## config.mk

```make
export PLATFORM = sky130hd
export DESIGN_NAME = conv_frame_encoder
export DESIGN_NICKNAME = d
export VERILOG_FILES = /design/src/rtl/viterbi_pkg.sv /design/src/rtl/conv_table.sv /design/src/rtl/conv_frame_encoder.sv
export SDC_FILE = /design/constraint.sdc
export NUM_CORES = 1
export LEC_CHECK = 0
export CORE_AREA = 5 5 88 123
export CTS_CLUSTER_DIAMETER = 80
export DETAILED_ROUTE_END_ITERATION = 16
export DIE_AREA = 0 0 93 128
export GPL_TIMING_DRIVEN = 0
export HOLD_SLACK_MARGIN = 0.08
export PLACE_DENSITY = 0.69
export SLEW_MARGIN = 10
export SYNTH_ARGS = -nofsm -noshare
export SYNTH_HDL_FRONTEND = slang
export SYNTH_SLANG_ARGS = --single-unit
export TNS_END_PERCENT = 30
```

## constraint.sdc

```tcl
create_clock -name clk -period 2.6 [get_ports clk]
set_input_delay 0.26 -clock clk [delete_from_list [all_inputs] [get_ports clk]]
set_output_delay 0.26 -clock clk [all_outputs]
set_load 0.05 [all_outputs]
```

## src/rtl/viterbi_pkg.sv

```systemverilog
// Shared types and width helpers for the convolutional encoder / Viterbi pair.
package viterbi_pkg;

  localparam int N_DEF  = 2;
  localparam int K_DEF  = 1;
  localparam int M_DEF  = 4;
  localparam int L_DEF  = 7;

  typedef enum logic {
    IDLE = 1'b0,
    RUN  = 1'b1
  } fsm_state_e;

  function automatic int clog2(input int v);
    int r;
    r = 0;
    for (int i = 0; i < 31; i++) begin
      if ((1 << i) < v) r = i + 1;
    end
    return r;
  endfunction

  function automatic int max1(input int v);
    return (v < 1) ? 1 : v;
  endfunction

  localparam int SW_DEF = M_DEF - K_DEF;
  localparam int CW_DEF = max1(clog2(L_DEF));
  localparam int EW_DEF = clog2(L_DEF * N_DEF) + 1;

endpackage

```

## src/rtl/conv_table.sv

```systemverilog
// Resettable Next State / Output register file, one write port and
// one combinational read port indexed by (state, input).
module conv_table
  import viterbi_pkg::*;
#(
  parameter int n = N_DEF,
  parameter int k = K_DEF,
  parameter int m = M_DEF
) (
  input  logic           clk,
  input  logic           reset,
  input  logic           load,
  input  logic [0:m-k-1] wr_state,
  input  logic [0:k-1]   wr_input,
  input  logic [0:m-k-1] wr_next,
  input  logic [0:n-1]   wr_out,
  input  logic [0:m-k-1] rd_state,
  input  logic [0:k-1]   rd_input,
  output logic [0:m-k-1] rd_next,
  output logic [0:n-1]   rd_out
);

  localparam int DEPTH = 1 << m;

  logic [0:m-k-1] ns_q  [DEPTH];
  logic [0:m-k-1] ns_d  [DEPTH];
  logic [0:n-1]   out_q [DEPTH];
  logic [0:n-1]   out_d [DEPTH];

  logic [m-1:0] widx;
  logic [m-1:0] ridx;

  assign widx = {wr_state, wr_input};
  assign ridx = {rd_state, rd_input};

  always_comb begin
    ns_d  = ns_q;
    out_d = out_q;
    if (load) begin
      ns_d[widx]  = wr_next;
      out_d[widx] = wr_out;
    end
  end

  always_ff @(posedge clk or posedge reset) begin
    if (reset) begin
      for (int i = 0; i < DEPTH; i++) begin
        ns_q[i]  <= '0;
        out_q[i] <= '0;
      end
    end else begin
      ns_q  <= ns_d;
      out_q <= out_d;
    end
  end

  assign rd_next = ns_q[ridx];
  assign rd_out  = out_q[ridx];

endmodule

```

## src/rtl/conv_frame_encoder.sv

```systemverilog
// Frame-based table-driven convolutional encoder (L symbols per start).
// Optional error injector enabled by defining CONV_ERROR_INJECT_EN.
module conv_frame_encoder
  import viterbi_pkg::*;
#(
  parameter int n = N_DEF,
  parameter int k = K_DEF,
  parameter int m = M_DEF,
  parameter int L = L_DEF
) (
  input  logic                       clk,
  input  logic                       reset,
  input  logic                       restart,
  input  logic                       enable,
  input  logic                       load,
  input  logic [0:m-k-1]             state_address,
  input  logic [0:k-1]               input_address,
  input  logic [0:m-k-1]             next_state_data,
  input  logic [0:n-1]               output_data,
  input  logic                       start,
  input  logic [0:k*L-1]             message,
`ifdef CONV_ERROR_INJECT_EN
  input  logic [0:n-1]               err_mask,
  output logic [clog2(L*n):0]        inj_count,
`endif
  output logic [0:n-1]               encoded,
  output logic                       encoded_valid,
  output logic                       busy,
  output logic                       done
);

  localparam int S  = m - k;
  localparam int CW = max1(clog2(L));
  localparam int MW = k * L;
  localparam logic [CW-1:0] LAST = CW'(L - 1);

  fsm_state_e     st_q, st_d;
  logic [0:S-1]   cur_q, cur_d;
  logic [CW-1:0]  cnt_q, cnt_d;
  logic [0:MW-1]  msg_q, msg_d;
  logic [0:n-1]   enc_q, enc_d;
  logic           vld_q, vld_d;
  logic           done_q, done_d;

  logic [0:S-1]   tbl_next;
  logic [0:n-1]   tbl_out;
  logic [0:n-1]   sym;
  logic [0:k-1]   in_bits;

  // The message shifts toward index 0, so the live symbol is always the head.
  assign in_bits = msg_q[0:k-1];

`ifdef CONV_ERROR_INJECT_EN
  localparam int IW = clog2(L * n) + 1;
  logic [IW-1:0] inj_q, inj_d;
  assign sym       = tbl_out ^ err_mask;
  assign inj_count = inj_q;
`else
  assign sym = tbl_out;
`endif

  conv_table #(
    .n(n),
    .k(k),
    .m(m)
  ) u_table (
    .clk      (clk),
    .reset    (reset),
    .load     (load),
    .wr_state (state_address),
    .wr_input (input_address),
    .wr_next  (next_state_data),
    .wr_out   (output_data),
    .rd_state (cur_q),
    .rd_input (in_bits),
    .rd_next  (tbl_next),
    .rd_out   (tbl_out)
  );

  always_comb begin
    st_d   = st_q;
    cur_d  = cur_q;
    cnt_d  = cnt_q;
    msg_d  = msg_q;
    enc_d  = enc_q;
    vld_d  = 1'b0;
    done_d = 1'b0;
`ifdef CONV_ERROR_INJECT_EN
    inj_d  = inj_q;
`endif
    if (restart) begin
      st_d  = IDLE;
      cnt_d = '0;
`ifdef CONV_ERROR_INJECT_EN
      inj_d = '0;
`endif
    end else begin
      unique case (st_q)
        IDLE: begin
          if (start) begin
            st_d  = RUN;
            msg_d = message;
            cur_d = '0;
            cnt_d = '0;
`ifdef CONV_ERROR_INJECT_EN
            inj_d = '0;
`endif
          end
        end
        RUN: begin
          if (enable) begin
            enc_d = sym;
            vld_d = 1'b1;
            cur_d = tbl_next;
            cnt_d = cnt_q + 1'b1;
            msg_d = msg_q << k;
`ifdef CONV_ERROR_INJECT_EN
            inj_d = inj_q + IW'($countones(err_mask));
`endif
            if (cnt_q == LAST) begin
              done_d = 1'b1;
              cnt_d  = '0;
              // A start seen on the final issue chains the next frame gaplessly.
              if (start) begin
                msg_d = message;
                cur_d = '0;
`ifdef CONV_ERROR_INJECT_EN
                inj_d = '0;
`endif
              end else begin
                st_d = IDLE;
              end
            end
          end
        end
        default: st_d = IDLE;
      endcase
    end
  end

  always_ff @(posedge clk or posedge reset) begin
    if (reset) begin
      st_q   <= IDLE;
      cur_q  <= '0;
      cnt_q  <= '0;
      msg_q  <= '0;
      enc_q  <= '0;
      vld_q  <= 1'b0;
      done_q <= 1'b0;
`ifdef CONV_ERROR_INJECT_EN
      inj_q  <= '0;
`endif
    end else begin
      st_q   <= st_d;
      cur_q  <= cur_d;
      cnt_q  <= cnt_d;
      msg_q  <= msg_d;
      enc_q  <= enc_d;
      vld_q  <= vld_d;
      done_q <= done_d;
`ifdef CONV_ERROR_INJECT_EN
      inj_q  <= inj_d;
`endif
    end
  end

  assign encoded       = enc_q;
  assign encoded_valid = vld_q;
  assign busy          = (st_q == RUN);
  assign done          = done_q;

endmodule

```

==> metrics.yaml, run 1 <==
timing:
  finalSetupViolCount: 0
  max_freq_mhz: 452
  fin_ws_ns: 0.388
  drv_slew: 0
  worst_pin_slew_ns: 1.23
  rsz0062_at_grt: "false"
  final.setup.tns_ns: 0
  finClkSkew_ns: 0.00685
  hold_viol: 0
  period_share_pct: 85.1
  finalCriticalPeriod_ns: 2.21
  slew_headroom_pct: 17.4
drt:
  detail-route-antenna-nets: 0
  post-route-drc-count: 0
  first_pass_iters: 4
  dr_wl_met2_um: 5020
  routed_wl_um: 9830
  vias: 2832
  top_layer: "met4"
  met3_length_um: 330
  wl_per_cell_um: 20.4
  vias_per_cell: 5.86
  first_iter_violations: 105
  met1_length_um: 4160
grt:
  antenna_found_initial: 0
  grt_pass1_wl_um: 16400
  grt_pass1_vias: 3068
  grt_max_degree: 37
  overflow: 0
  grt_util_all_layers_pct: 18.2
clock_network:
  cts_buffers: 9
  cts_max_path_buffers: 2
  cts_hold_buf: 0
  post-cts-setup-buffers: 0
  clock-sinks: 98
  cts_resized: 0
  tritoncts: "built"
  h-tree-depth: 3
  clk_pin_slew_worst_paths_ns: 0.06
  cts-root-buf: "clkbuf_16"
  clk_latency_ns: 0.35
power_and_ir_drop:
  peakVddDrop_uv: 421
  power-per-cell-area_nw_per_um2: 856
  p_leak_uw: 0.00222
setup_path:
  criticalPathCategory: "in2reg"
  reg2reg_slack_ns: 0.43
  reg2reg_depth: 5
  crit-reg2reg-launch: "cur_q[2]"
  worstPathMaxFanout: 5
  end_kind: "register"
  arrival_ns: 2.44
  rr_endpoint: "encoded[1]"
  worstPathRequired_ns: 2.83
  setup.worst_path.start_class: "primary input"
floorplan:
  die_w_um: 93
  initial_core_util_pct: 47.1
  core_area_um2: 9680
  die_y_um: 128
  dieArea_um2: 11900
  core.rowCount: 43
  io_pins: 27
synth:
  netlist_area_um2: 4560
  syn-num-nets: 350
  ys.flop_type: "dfrtp_1"
  synthCells: 328
  avgSynthCellArea_um2: 13.9
  netlist_top_cells_area: "dfrtp_1 54%, mux2_2 20%, mux4_2 8.9%"
  ys_seq_elements: 98
  ys_warn_count: 0
  synth_area_leader_cell: "dfrtp_1"
  ys_types: 37
  synth_top_area_share_pct: 53.8
  ys_seq_area_share_pct: 53.8
  synth_edf_count: 0
  synthArstFlopShare_pct: 100
run_status:
  outcome: "completed"
worst_hold_path:
  hold_path_class: "in2async"
finish:
  layout-drive-gt1-share_pct: 35.3
  layout.nets: 388
  syn_to_final_growth_pct: 15.7
  num_antenna_cells: 0
  fillers: 819
  fin_util_pct: 54.5
placed_design:
  port_buffers: 25
  place_ws_ns: 0.0178
  place_congestion: 0.802
  place_hpwl_um: 7090
flow_run:
  maxCapViolations: 0
[routing by layer]
metal / GRT usage (%) / vias to the layer above
li1: - / 1280
met1: 22.6 / 1468
met2: 30.3 / 61
met3: 3.41 / 23
met4: 9.06 / 0
met5: 0 / -
[kinds of logic after synthesis]
| family | Yosys count | share of synthesized area [%] |
|---|---|---|
| muxes | 116 | 32.7 |
| DFF | 98 | 53.8 |
| and+or+nand+nor | 68 | 8.04 |
| AOI/OAI and AO/OA | 24 | 3.27 |
| buffers and inverters | 22 | 2.22 |
[worst max path at each step]
| stage | from | to | slack, ns | cells after the start |
|---|---|---|---|---|
| 2_1_floorplan | busy | msg_q[4] | 0.87 | 5 |
| 3_3_place_gp | load | u_table.out_q[25] | 0.03 | 4 |
| 3_5_place_dp | load | u_table.out_q[25] | 0.02 | 4 |
| 4_1_cts | load | u_table.ns_q[38] | 0.37 | 4 |
| 5_1_grt | cur_q[2] | encoded[1] | 0.34 | 5 |
| 6_report | load | u_table.ns_q[38] | 0.39 | 4 |
[cells in the mapped netlist, types with 2 or more instances]
cell type	instances
nor2b_1	3
and4b_1	2
mux2_2	83
a21boi_0	2
nand2b_1	3
nor2_1	14
nand2_1	21
nand4b_1	2
inv_1	2
nand3_1	5
nor3_1	4
dfrtp_1	98
nand4_1	2
mux4_2	18
nand3b_1	2
o311ai_1	2
o21ai_0	11
a21oi_1	4
clkbuf_1	13
buf_2	3
nor3_2	2
or3_1	2
buf_4	2
mux2i_1	15
[through the flow]
step                      area, um2  hold WS (ns)  instances  power [uW]
after floorplan                4560         0.323        328        2930
after global placement         4950         0.465        465        3240
after detailed placement       4990         0.471        467        3300
after CTS                      5280         0.376        483        4560
after global routing           5280         0.421        483        4750
final                          5280         0.355        483        4510
[layout by cell type (no fill, tap or decap), types with 3 or more instances in the layout]
master,instances
clkbuf_16,9
nor2b_1,3
clkbuf_1,13
a21oi_1,4
mux2i_1,15
nor3_1,4
mux4_2,18
mux2_2,83
nand2b_1,3
nand3_1,5
buf_2,3
dfrtp_1,98
clkdlybuf4s50_1,25
nor2_1,14
clkinv_2,4
o21ai_0,11
nand2_1,21
[power by group]
part           total (uW)  leakage [uW]  switching, uW  internal [uW]
Clock                1250      0.000145            555            695
Sequential           2060       0.00122            184           1870
Combinational        1210      0.000854            558            651
Total                4510       0.00222           1300           3220
[critical path: stages]
cell and delay [ns]:
clkdlybuf4s50_1 0.55, nand2_1 0.19, nor3_1 1.02, mux2_2 0.43
[flip-flops by register name, indices dropped and copies added (netlist names), 2 cells and up]
signal,flops
encoded,2
msg_q,7
u_table.out_q,32
u_table.ns_q,48
cnt_q,3
cur_q,3
[final cells by class]
cell class | count | area [um2] | share of cell area [%]
clock inverter | 5 | 28.8 | 0.546
tap | 112 | 140 | 2.66
timing repair buffer | 27 | 290 | 5.50
inverter | 2 | 11.3 | 0.213
clock buffer | 11 | 253 | 4.79
buffer | 20 | 93.8 | 1.78
multi-input combinational | 208 | 2010 | 38.0
sequential | 98 | 2450 | 46.5
Power figures use the tool's default switching activity.
==> run 2: changes to the inputs <==
Settings changed: REMOVE_ABC_BUFFERS from default to 1.
==> metrics.yaml, run 2 (synthesized netlist as in run 1, its figures left out) <==
grt:
  grt_util_all_layers_pct: 16.9  # -1.2 points
  antenna_found_initial: 0  # unchanged
  grt_pass1_vias: 2806  # -8.5%
  grt_max_degree: 68  # +84%
  overflow: 0  # unchanged
  grt_pass1_wl_um: 15300  # -7.0%
setup_path:
  crit-reg2reg-launch: "msg_q[0]"
  startpoint: "msg_q[0]"
  worstPathCellList: "mux4_2, and3b_1, a221oi_1, o21ai_0"
  worstPathMaxFanout: 23  # +18
  cpPeakStageDelay_ns: 0.88  # -0.14 ns
  worstPathRequired_ns: 2.81  # -0.02 ns
  rr_endpoint: "cur_q[2]"
  arrival_ns: 2.37  # -0.07 ns
  reg2reg_slack_ns: 0.44  # about the same
  end_kind: "register"
  criticalPathCategory: "reg2reg"
  setup.worst_path.start_class: "register"
  reg2reg_depth: 4  # -1
  cp_slowest_cell: "dfrtp_2"
floorplan:
  core.rowCount: 43  # unchanged
  dieArea_um2: 11900  # unchanged
  initial_core_util_pct: 47.1  # unchanged
  core_area_um2: 9680  # unchanged
  io_pins: 27  # unchanged
  die_w_um: 93  # unchanged
  die_y_um: 128  # unchanged
clock_network:
  cts_max_path_buffers: 2  # unchanged
  clk_latency_ns: 0.34  # about the same
  h-tree-depth: 3  # unchanged
  cts_buffers: 9  # unchanged
  cts_hold_buf: 0  # unchanged
  cts_resized: 0  # unchanged
  post-cts-setup-buffers: 0  # unchanged
  clock-sinks: 98  # unchanged
  cts-root-buf: "clkbuf_16"
  clk_pin_slew_worst_paths_ns: 0.06  # about the same
  tritoncts: "built"
timing:
  hold_viol: 0  # unchanged
  drv_slew: 0  # unchanged
  period_share_pct: 83.1  # -2.0 points
  finalCriticalPeriod_ns: 2.16  # -0.0507 ns
  finalSetupViolCount: 0  # unchanged
  worst_pin_slew_ns: 0.851  # -0.378 ns
  max_freq_mhz: 463  # +2.3%
  slew_headroom_pct: 42.8  # +25 points
  fin_ws_ns: 0.439  # +0.0507 ns
  rsz0062_at_grt: "false"
  hold_ws_ns: 0.285  # -0.0699 ns
  finClkSkew_ns: 0.00412  # -0.00273 ns
placed_design:
  place_hpwl_um: 6160  # -13%
  place_ws_ns: 0.295  # +0.277 ns
  port_buffers: 26  # +4.0%
  place_congestion: 0.836  # +4.2%
finish:
  fin_util_pct: 53.3  # -1.1 points
  largest_reg_flops: 48  # unchanged
  fillers: 820  # +0.12%
  mostFrequentLayoutCells: "97 x dfrtp_1, 83 x mux2_2, 26 x clkdlybuf4s50_1"
  layout.nets: 368  # -5.2%
  layout-drive-gt1-share_pct: 34.5  # -0.84 points
  reg_top3: "u_table.ns_q (48), u_table.out_q (32), msg_q (7)"
  num_antenna_cells: 0  # unchanged
  syn_to_final_growth_pct: 13.3
  final_common_cell: "dfrtp_1"
  top_register: "u_table.ns_q"
drt:
  vias_per_cell: 5.84  # -0.43%
  first_pass_iters: 5  # +1
  first_iter_violations: 129  # +23%
  wl_per_cell_um: 19.5  # -4.4%
  post-route-drc-count: 0  # unchanged
  detail-route-antenna-nets: 0  # unchanged
  routed_wl_um: 9010  # -8.4%
  vias: 2703  # -4.6%
power_and_ir_drop:
  peakVddDrop_uv: 350  # -17%
  power-per-cell-area_nw_per_um2: 851  # -0.58%
  power_uw: 4390  # -2.7%
  p_leak_uw: 0.00215  # -2.8%
run_status:
  outcome: "completed"
flow_run:
  maxCapViolations: 0  # unchanged
worst_hold_path:
  hold_path_class: "in2async"
run 2: changes by cell type in the layout (fill, tap and decap cells not counted), sizes merged:
cell           change
inv                +1
clkinv             -4
buf                -8
clkdlybuf4s50      +1
clkbuf            -10
run 2: where the power goes:
part / internal (uW) / switching [uW]
clock network: 674 / 524
registers: 1870 / 318
logic: 622 / 386
run 2: layer usage:
layer	routed length [um]	global-route usage (%)	vias up
li1	-	-	1244
met1	3900	22.1	1397
met2	4620	27.8	51
met3	332	3.64	11
met4	155	6.38	0
met5	0	0	-
run 2: cell type report:
| type | instances | area, um2 | area share [%] |
|---|---|---|---|
| flip-flops and latches | 98 | 2450 | 47.5 |
| multi-input cells | 208 | 2010 | 38.8 |
| repair buffers | 27 | 288 | 5.57 |
| clock buffers | 14 | 254 | 4.92 |
| well taps | 112 | 140 | 2.71 |
| clock inverters | 2 | 12.5 | 0.242 |
| inverters | 2 | 10.0 | 0.194 |
run 2: worst max-delay path by stage:
| stage | depth (start not counted) | endpoint | slack, ns |
|---|---|---|---|
| after floorplan | 1 | busy | -0.22 |
| after global placement | 2 | u_table.out_q[9] | -1.60 |
| after detailed placement | 4 | u_table.ns_q[36] | 0.29 |
| after CTS | 4 | cur_q[2] | 0.37 |
| after global routing | 4 | encoded[1] | 0.27 |
| final | 4 | cur_q[2] | 0.44 |
run 2: through the flow:
stage	instance area, um2	setup TNS (ns)	instances
global route	5160	0	463
global placement	4870	-156.21	446
CTS	5160	0	463
floorplan	4470	-21.76	308
finish	5160	0	463
detailed placement	4900	0	447
run 2: critical path: cells and delay by family (launching register included):
family	cells	cell delay, ns
muxes	1	0.61
AOI/OAI and AO/OA	2	0.33
DFF	1	0.88
and+or+nand+nor	1	0.20
==> run 3: changes to the inputs <==
Settings changed: PLACE_DENSITY 0.69 to 0.66.
Clock period 2.6 ns to 2.09 ns, I/O delays scaled along.
==> metrics.yaml, run 3 (synthesized netlist as in run 1, its figures left out) <==
finish:
  layout-drive-gt1-share_pct: 36.4  # +1.9 points
  mostFrequentLayoutCells: "96 x dfrtp_1, 83 x mux2_2, 26 x clkdlybuf4s50_1"
  final_common_cell: "dfrtp_1"
  syn_to_final_growth_pct: 15.6
  num_antenna_cells: 0  # unchanged
  largest_reg_flops: 48  # unchanged
  layout.nets: 369  # +0.27%
  fin_util_pct: 54.4  # +1.1 points
  top_register: "u_table.ns_q"
  reg_top3: "u_table.ns_q (48), u_table.out_q (32), msg_q (7)"
  final_cell_area_um2: 5270  # +2.1%
timing:
  finClkSkew_ns: 0.00445  # +0.000327 ns
  finalSetupViolCount: 0  # unchanged
  drv_slew: 0  # unchanged
  worst_pin_slew_ns: 0.803  # -0.0485 ns
  slew_headroom_pct: 46.0  # +3.2 points
  final.setup.tns_ns: 0  # unchanged
  period_share_pct: 96.1
  hold_viol: 0  # unchanged
  max_freq_mhz: 498
  rsz0062_at_grt: "false"
  fin_ws_ns: 0.0819  # -0.357 ns
  finalCriticalPeriod_ns: 2.01
grt:
  grt_pass1_vias: 2842  # +1.3%
  antenna_found_initial: 0  # unchanged
  grt_max_degree: 52  # -24%
  overflow: 0  # unchanged
  grt_pass1_wl_um: 15300  # +0.14%
  grt_util_all_layers_pct: 17.2  # +0.25 points
floorplan:
  core_area_um2: 9680  # unchanged
  dieArea_um2: 11900  # unchanged
  initial_core_util_pct: 47.1  # unchanged
  core.rowCount: 43  # unchanged
  die_y_um: 128  # unchanged
  die_w_um: 93  # unchanged
  io_pins: 27  # unchanged
placed_design:
  place_hpwl_um: 6160  # about the same
  place_ws_ns: -0.263  # -0.558 ns
  port_buffers: 26  # unchanged
  place_area_um2: 4900  # unchanged
  place_congestion: 0.847  # +1.4%
drt:
  routed_wl_um: 9350  # +3.8%
  vias: 2718  # +0.55%
  vias_per_cell: 5.86  # +0.34%
  first_pass_iters: 4  # -1
  first_iter_violations: 94  # -27%
  wl_per_cell_um: 20.2  # +3.5%
  detail-route-antenna-nets: 0  # unchanged
  post-route-drc-count: 0  # unchanged
setup_path:
  criticalPathCategory: "reg2out"
  critPathTopFamily: "buffers and inverters"
  path_buf_inv: 1  # +1
  worstPathRequired_ns: 1.88  # -0.93 ns
  cpPeakStageDelay_ns: 0.88  # about the same
  arrival_ns: 1.80  # -0.57 ns
  worstPathMaxFanout: 13  # -43%
  worstPathCellList: "clkdlybuf4s50_1"
  end_kind: "output pin"
  setup.worst_path.start_class: "register"
  cp_slowest_cell: "clkdlybuf4s50_1"
  reg2reg_slack_ns: 0.17  # -0.27 ns
power_and_ir_drop:
  p_leak_uw: 0.00220  # +2.4%
  peakVddDrop_uv: 462  # +32%
  power-per-cell-area_nw_per_um2: 1120  # +31%
clock_network:
  h-tree-depth: 3  # unchanged
  tritoncts: "built"
  cts_max_path_buffers: 2  # unchanged
  clk_pin_slew_worst_paths_ns: 0.06  # about the same
  cts-root-buf: "clkbuf_16"
  cts_buffers: 9  # unchanged
  clk_latency_ns: 0.34  # about the same
  clock-sinks: 98  # unchanged
run_status:
  outcome: "completed"
worst_hold_path:
  hold_path_class: "in2async"
flow_run:
  maxCapViolations: 0  # unchanged
run 3: changes by cell type in the layout (fill, tap and decap cells not counted):
| cell | before | now |
|---|---|---|
| dfrtp_4 | 0 | 1 |
| nor3_1 | 4 | 3 |
| dfrtp_1 | 97 | 96 |
| clkinv_2 | 1 | 0 |
| clkbuf_1 | 4 | 0 |
| clkinvlp_4 | 1 | 0 |
| clkinv_4 | 0 | 1 |
| buf_8 | 0 | 1 |
| clkbuf_8 | 1 | 4 |
| nor3_2 | 2 | 3 |
| bufinv_16 | 0 | 2 |
run 3: what timing repair did:
item	4_1_cts	5_1_grt
resized for setup	1	2
setup endpoints to repair	5	7
hold buffers	0	0
setup buffers	0	1
run 3: final cells by class:
type	count	area [um2]
clock inverters	3	68.8
inverters	2	10.0
clock buffers	13	280
multi-input cells	208	2010
repair buffers	28	303
fillers	813	4410
well taps	112	140
flip-flops and latches	98	2460
run 3: per-layer routing:
metal	track usage (%)	share of wire [%]
met1	21.5	43
met4	6.99	1.7
met3	3.29	3.6
met2	29.2	52
met5	0	0
run 3: final timing paths:
| check | from | to | depth (start not counted) |
|---|---|---|---|
| max | busy | busy | 1 |
| min | reset | u_table.ns_q[39] | 2 |
| max reg2reg | cur_q[2] | cur_q[0] | 4 |
| min reg2reg | msg_q[1] | msg_q[1] | 2 |
| max in group asynchronous | reset | cur_q[1] | 3 |
| min in group clk | message[6] | msg_q[6] | 3 |
run 3: per-stage QoR:
stage | std cells | hold WS [ns] | total power [uW]
2_1_floorplan | 308 | 0.272 | 3580
3_3_place_gp | 446 | 0.467 | 3980
3_5_place_dp | 447 | 0.469 | 4040
4_1_cts | 463 | 0.343 | 5930
5_1_grt | 464 | 0.403 | 6170
6_report | 464 | 0.321 | 5880
run 3: report_power, final:
group / switching [uW] / internal, uW
clock: 701 / 1180
sequential: 379 / 2330
combinational: 505 / 782
total: 1590 / 4290
